===== src/rtl/hazard_scoreboard_pkg.sv =====
// Shared types and latency codes for the per-register hazard scoreboard.
// A countdown of all ones marks a variable-latency producer that waits for writeback.
package scoreboard_pkg;

    localparam int SB_LAT_W = 3;

    localparam logic [SB_LAT_W-1:0] LAT_VAR      = '1;
    localparam logic [SB_LAT_W-1:0] LAT_ALU      = SB_LAT_W'(0);
    localparam logic [SB_LAT_W-1:0] LAT_LOAD_HIT = SB_LAT_W'(1);
    localparam logic [SB_LAT_W-1:0] LAT_MUL      = SB_LAT_W'(2);
    localparam logic [SB_LAT_W-1:0] LAT_DIV      = LAT_VAR;

    typedef struct packed {
        logic                pend;
        logic                vlat;
        logic [SB_LAT_W-1:0] cnt;
    } sb_entry_t;

    function automatic logic sb_hazard(input sb_entry_t e);
        return e.pend && (e.vlat || (e.cnt != '0));
    endfunction

endpackage


===== src/rtl/hazard_scoreboard_entry.sv =====
// One scoreboard entry: resolves issue, kill-undo, writeback and countdown
// for a single architectural register, in that priority order.
module sb_entry
    import scoreboard_pkg::*;
(
    input  logic      clk,
    input  logic      rst,
    input  logic      set,
    input  sb_entry_t set_val,
    input  logic      undo,
    input  sb_entry_t undo_val,
    input  logic      wb,
    output sb_entry_t ent
);

    sb_entry_t nxt;

    always_comb begin
        nxt = ent;
        if (set) begin
            nxt = set_val;
        end else if (undo) begin
            nxt = undo_val;
        end else if (wb && ent.vlat) begin
            nxt.pend = 1'b0;
            nxt.vlat = 1'b0;
        end else if (!ent.vlat && (ent.cnt != '0)) begin
            // pend drops together with the last decrement
            nxt.cnt  = ent.cnt - SB_LAT_W'(1);
            nxt.pend = (ent.cnt != SB_LAT_W'(1));
        end
    end

    always_ff @(posedge clk or posedge rst) begin
        if (rst) begin
            ent <= '0;
        end else begin
            ent <= nxt;
        end
    end

endmodule


===== src/rtl/hazard_scoreboard.sv =====
// Decode-stage hazard scoreboard: per-register pending state, one-deep kill undo,
// and a combinational stall for sources (and optionally the destination).
module hazard_scoreboard
    import scoreboard_pkg::*;
#(
    parameter int NUM_REGS  = 32,
    parameter int IDX_W     = $clog2(NUM_REGS),
    parameter int LAT_W     = SB_LAT_W,
    parameter int WAW_CHECK = 1
) (
    input  logic                clk,
    input  logic                rst,
    input  logic                dec_valid,
    input  logic [IDX_W-1:0]    dec_rs1,
    input  logic [IDX_W-1:0]    dec_rs2,
    input  logic                dec_rs1_used,
    input  logic                dec_rs2_used,
    input  logic [IDX_W-1:0]    dec_rd,
    input  logic                dec_rd_used,
    input  logic [LAT_W-1:0]    dec_lat,
    input  logic                wb_done,
    input  logic [IDX_W-1:0]    wb_rd,
    input  logic                kill,
    output logic                stall,
    output logic [NUM_REGS-1:0] busy
);

    sb_entry_t           ent [NUM_REGS];
    logic [NUM_REGS-1:0] haz;
    logic                src1_hit, src2_hit, rd_hit;
    logic                issue, wr;
    sb_entry_t           new_ent;

    logic                undo_vld;
    logic [IDX_W-1:0]    undo_idx;
    sb_entry_t           undo_ent;
    logic                undo_fire;

    assign ent[0] = '0;

    always_comb begin
        haz  = '0;
        busy = '0;
        for (int i = 0; i < NUM_REGS; i++) begin
            haz[i]  = sb_hazard(ent[i]);
            busy[i] = ent[i].pend;
        end
    end

    // Register 0 never holds a hazard, so the index != 0 test is implicit in haz[0] = 0.
    assign src1_hit = dec_rs1_used && (dec_rs1 != '0) && haz[dec_rs1];
    assign src2_hit = dec_rs2_used && (dec_rs2 != '0) && haz[dec_rs2];
    assign rd_hit   = (WAW_CHECK != 0) && dec_rd_used && (dec_rd != '0) && haz[dec_rd];
    assign stall    = dec_valid && (src1_hit || src2_hit || rd_hit);

    assign issue = dec_valid && !stall && !kill;
    assign wr    = issue && dec_rd_used && (dec_rd != '0);

    always_comb begin
        new_ent      = '0;
        new_ent.pend = (dec_lat != '0);
        new_ent.vlat = (dec_lat == LAT_VAR);
        new_ent.cnt  = ((dec_lat == LAT_VAR) || (dec_lat == '0)) ? '0 : dec_lat;
    end

    always_ff @(posedge clk or posedge rst) begin
        if (rst) begin
            undo_vld <= 1'b0;
        end else begin
            undo_vld <= wr;
        end
    end

    // Snapshot of the overwritten entry so a redirect next cycle can put it back.
    always_ff @(posedge clk) begin
        if (wr) begin
            undo_idx <= dec_rd;
            undo_ent <= ent[dec_rd];
        end
    end

    assign undo_fire = kill && undo_vld;

    for (genvar i = 1; i < NUM_REGS; i++) begin : g_entry
        sb_entry u_entry (
            .clk      (clk),
            .rst      (rst),
            .set      (wr && (dec_rd == IDX_W'(i))),
            .set_val  (new_ent),
            .undo     (undo_fire && (undo_idx == IDX_W'(i))),
            .undo_val (undo_ent),
            .wb       (wb_done && (wb_rd == IDX_W'(i))),
            .ent      (ent[i])
        );
    end

endmodule


===== config.mk =====
export PLATFORM = sky130hd
export DESIGN_NAME = hazard_scoreboard
export DESIGN_NICKNAME = d
export VERILOG_FILES = /design/src/rtl/hazard_scoreboard_pkg.sv /design/src/rtl/hazard_scoreboard_entry.sv /design/src/rtl/hazard_scoreboard.sv
export SDC_FILE = /design/constraint.sdc
export NUM_CORES = 1
export LEC_CHECK = 0
export CAP_MARGIN = 20
export CORE_ASPECT_RATIO = 0.7
export CORE_MARGIN = 3
export CORE_UTILIZATION = 55
export CTS_CLUSTER_DIAMETER = 60
export CTS_CLUSTER_SIZE = 8
export DETAILED_ROUTE_END_ITERATION = 8
export GPL_TIMING_DRIVEN = 1
export PLACE_DENSITY = 0.73
export SETUP_SLACK_MARGIN = 0.15
export SLEW_MARGIN = 40
export SYNTH_ARGS = -nofsm -noshare
export SYNTH_HDL_FRONTEND = slang
export SYNTH_SLANG_ARGS = --single-unit

===== constraint.sdc =====
create_clock -name clk -period 5.7 [get_ports clk]
set_input_delay 0.57 -clock clk [delete_from_list [all_inputs] [get_ports clk]]
set_output_delay 0.57 -clock clk [all_outputs]
set_load 0.005 [all_outputs]

==> results of run 1 <==
==> synth_stat cells, types with 6 or more instances <==
cell type / count
nor2_1: 207
a21oi_1: 171
mux2i_1: 169
dfrtp_1: 156
inv_1: 118
nand2_1: 98
ha_1: 93
clkbuf_1: 60
o21ai_0: 49
mux4_2: 46
nand3_1: 45
xnor2_1: 41
mux2_2: 38
a211oi_1: 36
buf_4: 35
nor2b_1: 24
nand2b_1: 22
a31oi_1: 20
a22oi_1: 18
nand4_1: 15
nor3_1: 15
or3b_2: 14
a31o_2: 12
and3_1: 10
edfxtp_1: 10
buf_2: 8
nand4_2: 8
or3b_1: 8
o2111ai_1: 7
o211ai_1: 7
a211o_1: 6
buf_1: 6
nand4_4: 6
==> cell families (layout without fill, tap and decap cells) <==
group / after synthesis / in the layout
and+or+nand+nor: 512 / 512
AOI/OAI and AO/OA: 363 / 363
muxes: 255 / 255
buffers and inverters: 230 / 234
DFF: 166 / 166
adders and majority gates: 93 / 93
xor gates and xnor gates: 42 / 42
other: 1 / 2
==> where the power goes <==
group | switching, mW | internal [mW] | total [mW] | leakage [nW]
combinational | 2.18 | 1.93 | 4.11 | 5.34
sequential | 0.670 | 1.67 | 2.34 | 1.91
clock | 0.541 | 0.631 | 1.17 | 0.278
==> registers in the layout (all words and copies together) (netlist names) <==
| name | flops |
|---|---|
| g_entry.u_entry.ent | 155 |
| undo_ent | 5 |
| undo_idx | 5 |
| undo_vld | 1 |
==> final timing paths <==
| kind | from | endpoint | slack, ns |
|---|---|---|---|
| setup / recovery | dec_rd[2] | stall | 1.17 |
| hold / removal | rst | g_entry[26].u_entry.ent[1]$_DFFE_PP0P_ | 0.57 |
| setup reg to reg | g_entry[3].u_entry.ent[0]$_DFFE_PP0P_ | g_entry[2].u_entry.ent[0]$_DFFE_PP0P_ | 1.94 |
| hold reg to reg | g_entry[18].u_entry.ent[3]$_DFFE_PP0P_ | g_entry[18].u_entry.ent[3]$_DFFE_PP0P_ | 0.68 |
| max in group asynchronous | rst | g_entry[4].u_entry.ent[3]$_DFFE_PP0P_ | 4.01 |
| min in group clk | dec_rd[3] | undo_idx[3]$_DFFE_PP_ | 0.60 |
==> routing by layer <==
metal  vias up  GRT usage, %
met5         -             0
met4         2         12.11
met3       129         11.92
met2       950         53.30
met1      6638         52.59
li1       5922             -
==> per-stage QoR <==
stage	utilization [%]	hold WS, ns	worst slack (ns)
floorplan	-	0.5779	0.9235
global placement	59.26	0.6456	1.327
detailed placement	59.53	0.6466	1.251
CTS	61.73	0.5920	1.242
global route	61.75	0.5836	0.9825
finish	61.76	0.5704	1.174
==> area by class of cell <==
class / instances / area [µm²]
Inverter: 118 / 447.9
Sequential cell: 166 / 4204
Antenna cell: 1 / 2.502
Tap cell: 357 / 446.7
Timing Repair Buffer: 84 / 797.0
Clock buffer: 20 / 456.7
Clock inverter: 12 / 117.6
Fill cell: 2220 / 9963
Multi-Input combinational cell: 1266 / 9620
==> impl_metrics.tcl, run 1 <==
set metrics [dict create \
    status "completed" \
    cp.arrival_ns 3.96 \
    syn-cell-area_um2 14800 \
    synth_compound_area_share_pct 15.03 \
    first_iter_violations 1802 \
    synth_seq_cells 166 \
    cts_sinks 166 \
    synth-edff-count 10 \
    cts_resized 0 \
    place_area_um2 15510 \
    clk_latency_ns 0.46 \
    postCtsSetupBuffers 0 \
    area_growth_pct 8.769 \
    path_cells "clkdlybuf4s50_1 -> buf_4 -> nand2b_1 -> nor2_1 -> a22oi_1 -> nand4_1 -> nor3_1 -> nor4_4 -> nand2_1 -> and2_1 -> clkdlybuf4s50_1" \
    worstSetupPathType "primary input to primary output" \
    grt_pass1_wl_um 80470 \
    track_usage_pct 36.90 \
    finalSetupViolations 0 \
    syn_area_per_cell_um2 8.902 \
    finalMaxSlewViolations 0 \
    synth_xor_xnor_area_share_pct 2.486 \
    grt_pass1_vias 13030 \
    ios 64 \
    rows 49 \
    root_buffer "clkbuf_16" \
    ir_worst_vdd_v 0.0003523 \
    worstSetupEndpointType "primary output" \
    die_w_um 202.0 \
    period_needed_ns 4.526 \
    dp_cells 1991 \
    path_max_fanout 14 \
    mostFrequentLayoutCell "nor2_1" \
    fin_crit_sh_pct 79.40 \
    critPathMaxStageDelay_ns 0.96 \
    final_net_count 1777 \
    yosys.area_share.adder_pct 7.865 \
    grt_max_degree 67 \
    crit_cells 11 \
    clk_pin_slew_ns 0.07 \
    cts_tree "built" \
    hpwl_um 37990 \
    setup-tns-final_ns 0 \
    wl_met1_um 21540 \
    dieArea_um2 28940 \
    drive_gt1_share_pct 12.55 \
    drc 0 \
    startpoint_type "primary input" \
    min_path_type "primary input to asynchronous set/reset pin" \
    synth_area_leaders "dfrtp_1 26%, mux2i_1 11%, ha_1 7.9%" \
    synthFlopType "dfrtp_1" \
    dr_wl_met3_um 8002 \
    cp.required_ns 5.13 \
    routed_wl_um 52880 \
    synth_top_family_by_area "multiplexers" \
    vias_per_cell 6.740 \
    crit_family "buffers and inverters" \
    synth_cells 1662 \
    initial_core_util_pct 56.78 \
    rsz0062_at_grt "no" \
    routabilityCongestion 1.048 \
    wire_per_inst_um 26.13 \
    drtPass1Iterations 6 \
    synth_largest_area_cell "dfrtp_1" \
    wl_met2_um 21790 \
    crit_buf_inv 3 \
    final_cell_mix "203 x nor2_1, 171 x a21oi_1, 169 x mux2i_1, 156 x dfrtp_1, 117 x inv_1" \
    yosysWarningCount 0 \
    finalHoldViolCount 0 \
    numCtsBuffers 17 \
    tightest_slew_ns 0.9440 \
    cts_max_path_buffers 2 \
    max_freq_ghz 0.2210 \
    path_common_cell "clkdlybuf4s50_1" \
    ys_types 73 \
    htreeDepth 4 \
    max_slew_margin_pct 36.84 \
    cts_hold_buf 0 \
    ant_nets 0 \
    power_mw 7.622 \
    leakage_nw 7.525 \
    synth_mux_area_share_pct 21.53 \
    ys_seq_area_share_pct 28.41 \
    io_buffers 62 \
    power_density_nw_per_um2 473.6 \
    final_area_um2 16090 \
    core_region_area_um2 26060 \
    synth_nets 1786 \
    instances_no_fill 2024 \
    fp.dieH_um 143.2 \
    yosysTopAreaCellShare_pct 26.38 \
    slowest_stage "clkdlybuf4s50_1" \
    antenna_found_initial 1 \
    grt_overflow_total 0 \
    synthArstFlopShare_pct 93.98 \
    clock_skew_ns 0.01419 \
    ff2ff_path_depth 11 \
    synth_simple_gate_area_share_pct 17.71 \
    dr_total_vias 13640 \
    cap_violations 0 \
    highest_layer "met5" \
]
Power figures use the tool's default switching activity.
==> run 2, diff against run 1 <==
- clock period: 5.7 -> 4.4 ns (I/O delays scaled with it)
==> run 2 against run 1 <==
  * Combinational power rose by 29%
  * Clock power up 28%
  * Register-to-register slack got worse by 1.3 ns
  * Largest cell class unchanged
==> impl_metrics.tcl, run 2 (synthesis results as in run 1) <==
set metrics [dict create \
    largest_reg_flops 155 \
    grt_max_degree 99 \
    reg.largest.list "g_entry.u_entry.ent: 155 flops, undo_ent: 5 flops, undo_idx: 5 flops" \
    drc 0 \
    die_w_um 202.0 \
    period_needed_ns 4.081 \
    startpoint_type "register" \
    finalSetupViolations 0 \
    p_seq_share_pct 30.8 \
    mostFrequentLayoutCell "nor2_1" \
    dr_total_vias 13620 \
    min_path_type "primary input to asynchronous set/reset pin" \
    dieArea_um2 28940 \
    cts_hold_buf 0 \
    fillers 2233 \
    area_growth_pct 9.734 \
    ir_worst_vdd_v 0.0003498 \
    tightest_slew_ns 0.9328 \
    io_buffers 62 \
    power_density_nw_per_um2 606.8 \
    first_iter_violations 1652 \
    numCtsBuffers 17 \
    htreeDepth 4 \
    drtPass1Iterations 6 \
    routabilityCongestion 1.075 \
    routed_wl_um 53020 \
    postCtsSetupBuffers 0 \
    initial_core_util_pct 56.78 \
    cap_violations 0 \
    vias_per_cell 6.659 \
    setup-tns-final_ns 0 \
    final_cell_mix "205 x nor2_1, 171 x a21oi_1, 169 x mux2i_1, 156 x dfrtp_1, 117 x inv_1" \
    clock_skew_ns 0.01033 \
    drive_gt1_share_pct 13.15 \
    cts_sinks 166 \
    wire_per_inst_um 25.91 \
    cts_resized 0 \
    rows 49 \
    cts_max_path_buffers 2 \
    max_slew_margin_pct 37.58 \
    power_mw 9.851 \
    swShare_pct 43.83 \
    grt_pass1_wl_um 79410 \
    path_max_fanout 5 \
    multi_input_area_um2 9603 \
    cp.required_ns 3.96 \
    max_freq_ghz 0.2450 \
    track_usage_pct 36.43 \
    finalHoldViolCount 0 \
    seq_area_um2 4204 \
    status "completed" \
    final_net_count 1799 \
    ant_nets 0 \
    p_int_mw 5.533 \
    worstSetupEndpointType "primary output" \
    clk_pin_slew_ns 0.06 \
    ff2ff_path_depth 12 \
    rsz0062_at_grt "no" \
    antenna_found_initial 1 \
    grt_pass1_vias 12830 \
    power_switching_mw 4.318 \
    cp.arrival_ns 3.64 \
    cts_tree "built" \
    core_region_area_um2 26060 \
    ios 64 \
    top_register "g_entry.u_entry.ent" \
    combPwrFrac_pct 53.9 \
    leakage_nw 7.621 \
    clk_latency_ns 0.45 \
    fp.dieH_um 143.2 \
    finalMaxSlewViolations 0 \
    worstSetupPathType "register to primary output" \
    hpwl_um 37670 \
    grt_overflow_total 0 \
    fin_crit_sh_pct 92.75 \
    power.share.clock_pct 15.3 \
    root_buffer "clkbuf_16" \
]
[run 2: final timing paths]
check,slack (ns),startpoint,endpoint
setup / recovery,0.32,g_entry[3].u_entry.ent[0]$_DFFE_PP0P_,stall
hold / removal,0.51,rst,g_entry[27].u_entry.ent[1]$_DFFE_PP0P_
setup reg to reg,0.67,g_entry[16].u_entry.ent[0]$_DFFE_PP0P_,g_entry[13].u_entry.ent[3]$_DFFE_PP0P_
hold reg to reg,0.71,g_entry[2].u_entry.ent[3]$_DFFE_PP0P_,g_entry[2].u_entry.ent[4]$_DFFE_PP0P_
max in group asynchronous,3.16,rst,g_entry[12].u_entry.ent[2]$_DFFE_PP0P_
min in group clk,0.71,g_entry[2].u_entry.ent[3]$_DFFE_PP0P_,g_entry[2].u_entry.ent[4]$_DFFE_PP0P_
[run 2: routing by layer]
metal  vias up  track usage, %  wire length, µm
met1      6596           51.64            22080
met2       931           51.89            21730
met4         2           12.03             1434
met5         -               0               10
li1       5964               -                -
met3       131           13.06             7759
[run 2: layout make-up]
type	instances	area share [%]
Multi-Input combinational cell	1266	59.15
Sequential cell	166	25.89
Timing Repair Buffer	106	5.996
Clock buffer	23	2.821
Inverter	118	2.751
Tap cell	357	2.751
Clock inverter	9	0.6242
Antenna cell	1	0.01541
[run 2: worst max-delay path, cell delays in order, from the launching register on]
cell	delay [ns]
dfrtp_1	0.42
inv_1	0.08
ha_1	0.26
nand2b_1	0.09
o21ai_0	0.26
mux4_2	0.59
o21ai_0	0.29
nand4_1	0.30
nand2_1	0.27
and2_1	0.15
clkdlybuf4s50_1	0.49
[run 2: per-stage QoR]
| step | instances | hold WS, ns | setup slack [ns] | cell area, µm² | util [%] |
|---|---|---|---|---|---|
| after floorplan | 1662 | 0.5389 | 1.094 | 14800 | - |
| after CTS | 2045 | 0.5283 | 0.4178 | 16230 | 62.28 |
| final | 2046 | 0.5083 | 0.3190 | 16240 | 62.31 |
| after global routing | 2045 | 0.5861 | 0.2018 | 16230 | 62.30 |
| after global placement | 2012 | 0.6316 | 0.4438 | 15620 | 59.95 |
| after detailed placement | 2013 | 0.6593 | 0.4521 | 15670 | 60.13 |
[run 2: power groups by stage]
stage	registers (mW)	logic [mW]	clock network [mW]
2_1_floorplan	2.65	4.06	0
3_3_place_gp	3.00	5.01	0
3_5_place_dp	3.01	5.17	0
4_1_cts	2.99	5.23	1.51
5_1_grt	3.10	5.91	1.56
6_report	3.04	5.31	1.50
